### src/rtl/pattern_event_logger.sv
// Match-code event logger: edge-detects pattern hits, keeps saturating
// per-pattern hit counters and queues timestamped events for a host.
module pattern_event_logger #(
  parameter int DEPTH = 4,
  parameter int TS_W  = 12,
  parameter int CNT_W = 8
) (
  input  logic             clk,
  input  logic             rst,
  input  logic [3:0]       code_in,
  input  logic             clr,
  output logic             evt_valid,
  input  logic             evt_ready,
  output logic [3:0]       evt_code,
  output logic [TS_W-1:0]  evt_ts,
  input  logic [1:0]       sel,
  output logic [CNT_W-1:0] count_out,
  output logic             ovf
);

  localparam int PW = $clog2(DEPTH);
  localparam int OW = $clog2(DEPTH + 1);

  typedef struct packed {
    logic [3:0]      code;
    logic [TS_W-1:0] ts;
  } entry_t;

  logic [3:0]       prev_q;
  logic [TS_W-1:0]  ts_q;
  logic [CNT_W-1:0] cnt_q [4];
  logic [CNT_W-1:0] cnt_d [4];
  entry_t           mem_q [DEPTH];
  logic [PW-1:0]    wp_q;
  logic [PW-1:0]    rp_q;
  logic [OW-1:0]    occ_q;
  logic [OW-1:0]    occ_d;
  logic             ovf_q;
  logic             ovf_d;

  logic       code_ok;
  logic       evt;
  logic       empty;
  logic       full;
  logic       pop;
  logic       push;
  logic       drop;
  logic [1:0] hit_idx;

  assign code_ok = (code_in != 4'd0) && (code_in <= 4'd4);
  assign evt     = code_ok && (code_in != prev_q);
  assign hit_idx = 2'(code_in - 4'd1);

  assign empty = (occ_q == '0);
  assign full  = (occ_q == OW'(DEPTH));
  assign pop   = !empty && evt_ready;
  // a pop in the same cycle frees the slot, so a full queue still accepts
  assign push  = evt && (!full || pop);
  assign drop  = evt && full && !pop;

  always_comb begin
    cnt_d = cnt_q;
    if (clr) begin
      for (int i = 0; i < 4; i++) begin
        cnt_d[i] = '0;
      end
    end else if (evt && (cnt_q[hit_idx] != '1)) begin
      cnt_d[hit_idx] = cnt_q[hit_idx] + CNT_W'(1);
    end
  end

  always_comb begin
    occ_d = occ_q;
    unique case (1'b1)
      push && !pop: occ_d = occ_q + OW'(1);
      pop && !push: occ_d = occ_q - OW'(1);
      default:      occ_d = occ_q;
    endcase
  end

  assign ovf_d = clr ? 1'b0 : (ovf_q || drop);

  always_ff @(posedge clk or negedge rst) begin
    if (!rst) begin
      prev_q <= '0;
      ts_q   <= '0;
      wp_q   <= '0;
      rp_q   <= '0;
      occ_q  <= '0;
      ovf_q  <= 1'b0;
      for (int i = 0; i < 4; i++) begin
        cnt_q[i] <= '0;
      end
      for (int i = 0; i < DEPTH; i++) begin
        mem_q[i] <= '0;
      end
    end else begin
      prev_q <= code_in;
      ts_q   <= ts_q + TS_W'(1);
      occ_q  <= occ_d;
      ovf_q  <= ovf_d;
      for (int i = 0; i < 4; i++) begin
        cnt_q[i] <= cnt_d[i];
      end
      if (push) begin
        mem_q[wp_q] <= '{code: code_in, ts: ts_q};
        wp_q        <= wp_q + PW'(1);
      end
      if (pop) begin
        rp_q <= rp_q + PW'(1);
      end
    end
  end

  assign evt_valid = !empty;
  assign evt_code  = empty ? 4'd0 : mem_q[rp_q].code;
  assign evt_ts    = empty ? '0 : mem_q[rp_q].ts;
  assign count_out = cnt_q[sel];
  assign ovf       = ovf_q;

endmodule
### config.mk
export PLATFORM = sky130hd
export DESIGN_NAME = pattern_event_logger
export DESIGN_NICKNAME = d
export VERILOG_FILES = /design/src/rtl/pattern_event_logger.sv
export SDC_FILE = /design/constraint.sdc
export NUM_CORES = 1
export LEC_CHECK = 0
export CAP_MARGIN = 5
export CORE_MARGIN = 1
export CORE_UTILIZATION = 51
export DETAILED_ROUTE_END_ITERATION = 10
export HOLD_SLACK_MARGIN = 0.06
export PLACE_DENSITY_LB_ADDON = 0.08
export SLEW_MARGIN = 40
export SYNTH_ARGS = -nofsm -noshare
export SYNTH_HDL_FRONTEND = slang
export SYNTH_SLANG_ARGS = --single-unit
### constraint.sdc
create_clock -name clk -period 3.04 [get_ports clk]
set_input_delay 0.608 -clock clk [delete_from_list [all_inputs] [get_ports clk]]
set_output_delay 0.608 -clock clk [all_outputs]
set_load 0.02 [all_outputs]
==> results.tsv, run 1 <==
stage	metric	value	unit
run_status	status	complete, but fails checks	
run_status	violations in the final reports	design-rule violations	
place	placed inst area	6790	sq um
power	Sw Share	0.284	
worst_setup_path	internal reg-to-reg setup slack	0.67	ns
grt	GRT met2 Usage	0.336	
clock_network	clock buffer depth	2	
grt	number of global-route vias before repair	4143	
hold_path	worst hold-check path type	in -> async	
clock_network	clock network latency to the later pin of the worst-skew pair	0.41	ns
synthesis	Synth cell types	37	
power	Clock Power Share	0.324	
floorplanning	initial cell density of the core	0.532	
grt	Most Crowded Layer GR	met2	
grt	total track usage	0.233	
worst_setup_path	Worst Path Required	2.43	ns
power	pwr/cell area	790	nW/um^2
grt	gr ovfl total	0	
finish	synthesis-to-finish area growth	19.4	%
sta	setup_tns	0	ns
finish	fraction of layout cells with a size suffix above 1	0.345	
worst_setup_path	critical path class	in -> out	
clock_network	clk root buf	clkbuf_16	
sta	Clock Skew	0.00766	ns
grt	initial antenna violation count	0	
finish	fin area	7350	sq um
drt	Final ANT Viol Nets	0	
finish	non-filler cells, final	662	
finish	filler instances	892	
floorplanning	core footprint	11600	sq um
power	Peak VDD IR	618	uV
synthesis	Cells after Synth	448	
worst_setup_path	crit path max fanout	8	
finish	fin nets	533	
clock_network	clock transition at the registers of the reported paths	0.05	ns
clock_network	H-tree lvl count	4	
synthesis	Avg Inst Size Synth	13.7	sq um
drt	Avg WL per Cell	20.0	um
power	internal power	4.16	mW
clock_network	CTS buffer count	17	
power	Pwr Total	5.80	mW
finish	n_diodes	0	
worst_setup_path	slowest CP cell	clkdlybuf4s50_1	
power	power share of the sequential group	0.362	
clock_network	clk sink count	120	
place	Placed Cells	634	
place	gpl congestion	0.820	
worst_setup_path	peak per-stage delay on the critical path	0.55	ns
sta	fin. max-slew vios	0	
floorplanning	io pins	36	
synthesis	Synth top area share	0.488	
synthesis	top post-synthesis cells by area	dfrtp_1, mux4_2, mux2_4, mux2_2, a21oi_1	
drt	Vias	3817	
sta	post-layout min period	2.96	ns
drt	initial DRC count	273	
clock_network	CTS tree	done	
worst_setup_path	most used cell, CP	clkdlybuf4s50_1	
run	maxcap violations	0	
synthesis	Synth Cell Area	6150	sq um
clock_network	cts hold-fix bufs	0	
power	Logic pwr share	0.314	
sta	final hold vios	0	
sta	Worst slew margin	0.565	
place	DP HPWL	8.45	mm
synthesis	number of enable flip-flop cells after synthesis	0	
finish	final design utilization	0.635	
drt	Via-to-Cell Ratio	5.77	
drt	Initial DRT Pass Iterations	7	
synthesis	#FFs+latches synth	120	
synthesis	Top FF cell, synth	dfrtp_1	
place	PortBufs	35	
sta	RSZ-0062 raised after global routing	false	
grt	first-pass GRT wire length	21.9	mm
synthesis	Yosys warning count	0	
floorplanning	die span in x	112	um
worst_setup_path	r2r startpoint	prev_q[2]	
power	Leak	3.34	nW
sta	final setup fails	0	
synthesis	most common cell in the netlist	dfrtp_1	
power	NetSw	1.64	mW
sta	Least-Margin Pin Slew	0.650	ns
worst_setup_path	critical path arrival	2.35	ns
drt	Post-route DRC	3	
grt	largest net degree at the start of global routing	51	
floorplanning	num rows	39	
grt	GR Util met1	0.330	
worst_setup_path	CP Launch Type	primary input	
synthesis	Post-synth top cells	dfrtp_1, mux2_4, a21oi_1, mux4_2	
synthesis	post-synthesis sequential area ratio	0.488	
sta	Max Clk Rate	338	MHz
synthesis	post-synth top area cell	dfrtp_1	
worst_setup_path	cell chain of the critical path	clkdlybuf4s50_1 -> buf_12 -> mux4_2 -> clkdlybuf4s50_1	
worst_setup_path	CP top delay family	buffers and inverters	
floorplanning	die area	12500	sq um
worst_setup_path	worst path bufs/invs	3	
synthesis	Synth async-reset ratio	1.00	
worst_setup_path	CP Capture Type	output port	
sta	period utilisation layout	0.973	
synthesis	Syn Nets	471	
worst_setup_path	reg2reg path depth	10	
floorplanning	Die Ht	112	um
grt	met3 Use GR	0.0849	
drt	final wirelength	13.2	mm
worst_setup_path	Critical R2R Capture	occ_q[2]	
power by group through the flow:
stage | clock network [mW] | logic (mW) | registers, mW
finish | 1.88 | 1.82 | 2.10
floorplan | 0 | 1.31 | 2.04
global route | 2.00 | 1.95 | 2.14
global placement | 0 | 1.82 | 2.10
detailed placement | 0 | 1.84 | 2.12
CTS | 1.92 | 1.85 | 2.10
kinds of logic (layout without fill, tap and decap cells):
group / count (synthesis) / count (layout) / share of synthesized area
AO/OA/AOI/OAI: 54 / 54 / 0.0507
XOR/XNOR: 26 / 26 / 0.0370
adder cells (fa/ha/maj): 13 / 13 / 0.0277
buffers and inverters: 43 / 114 / 0.0454
flip-flops: 120 / 120 / 0.488
multiplexers: 93 / 93 / 0.251
AND/OR/NAND/NOR: 99 / 99 / 0.100
registers in the layout, indices dropped and copies added (netlist names):
signal	count
occ_q	3
prev_q	4
mem_q	64
cnt_q	32
rp_q	2
ts_q	12
ovf	1
wp_q	2
worst max-delay path by stage:
| stage | from | to | slack [ns] | cells past startpoint |
|---|---|---|---|---|
| finish | sel[1] | count_out[1] | 0.08 | 4 |
| global route | sel[1] | count_out[1] | 0.04 | 4 |
| detailed placement | code_in[0] | cnt_q[26] | -0.19 | 10 |
| global placement | code_in[1] | cnt_q[12] | -0.11 | 10 |
| floorplan | code_in[0] | cnt_q[30] | 0.009 | 12 |
| CTS | occ_q[0] | evt_code[1] | 0.02 | 3 |
cells in the final DEF, fill, tap and decap left out, drive strengths merged:
cell type      instances
and3b                  1
and4                   1
nor3                  24
clkinv                 2
nor4b                  1
a31oi                  1
dfrtp                120
or4                    1
nand4                  3
ha                    12
and3                   6
fa                     1
clkbuf                25
mux2i                  1
or3                    1
buf                   41
and2                  23
nand2                 12
a211oi                16
nor2                  12
nand3                 14
mux2                  60
a21oi                 32
xor2                  14
mux4                  32
xnor2                 12
inv                   11
clkdlybuf4s50         34
bufinv                 1
o21ai                  5
routing by layer:
metal,vias up,share of wire
li1,1746,-
met5,-,0
met1,1963,0.48
met2,91,0.45
met3,17,0.056
met4,0,0.015
area by class of cell:
class	count	area, sq um	share of cell area
clock buffer	25	515	0.0702
timing repair buffer	75	698	0.0950
inverter	11	41.3	0.00562
sequential	120	3000	0.409
tap	143	179	0.0244
multi-input combinational	285	2870	0.391
clock inverter	3	40.0	0.00545
what timing repair did:
action	in CTS	in global routing
setup buffers	0	0
resized for setup	0	1
setup endpoints to repair	0	1
through the flow:
step | setup WS, ns | hold WS (ns)
after floorplan | 0.00944 | 0.312
after global placement | -0.107 | 0.470
after detailed placement | -0.188 | 0.479
after CTS | 0.0161 | 0.201
after global routing | 0.0356 | 0.228
final | 0.0811 | 0.195
(Power assumes the default switching activity.)
==> run 2, diff against run 1 <==
Settings changed: CTS_CLUSTER_DIAMETER from default to 50, HOLD_SLACK_MARGIN 0.06 to 0.05.
==> results of run 2 <==
Final layout, timing and power as in run 1 (identical DEF).
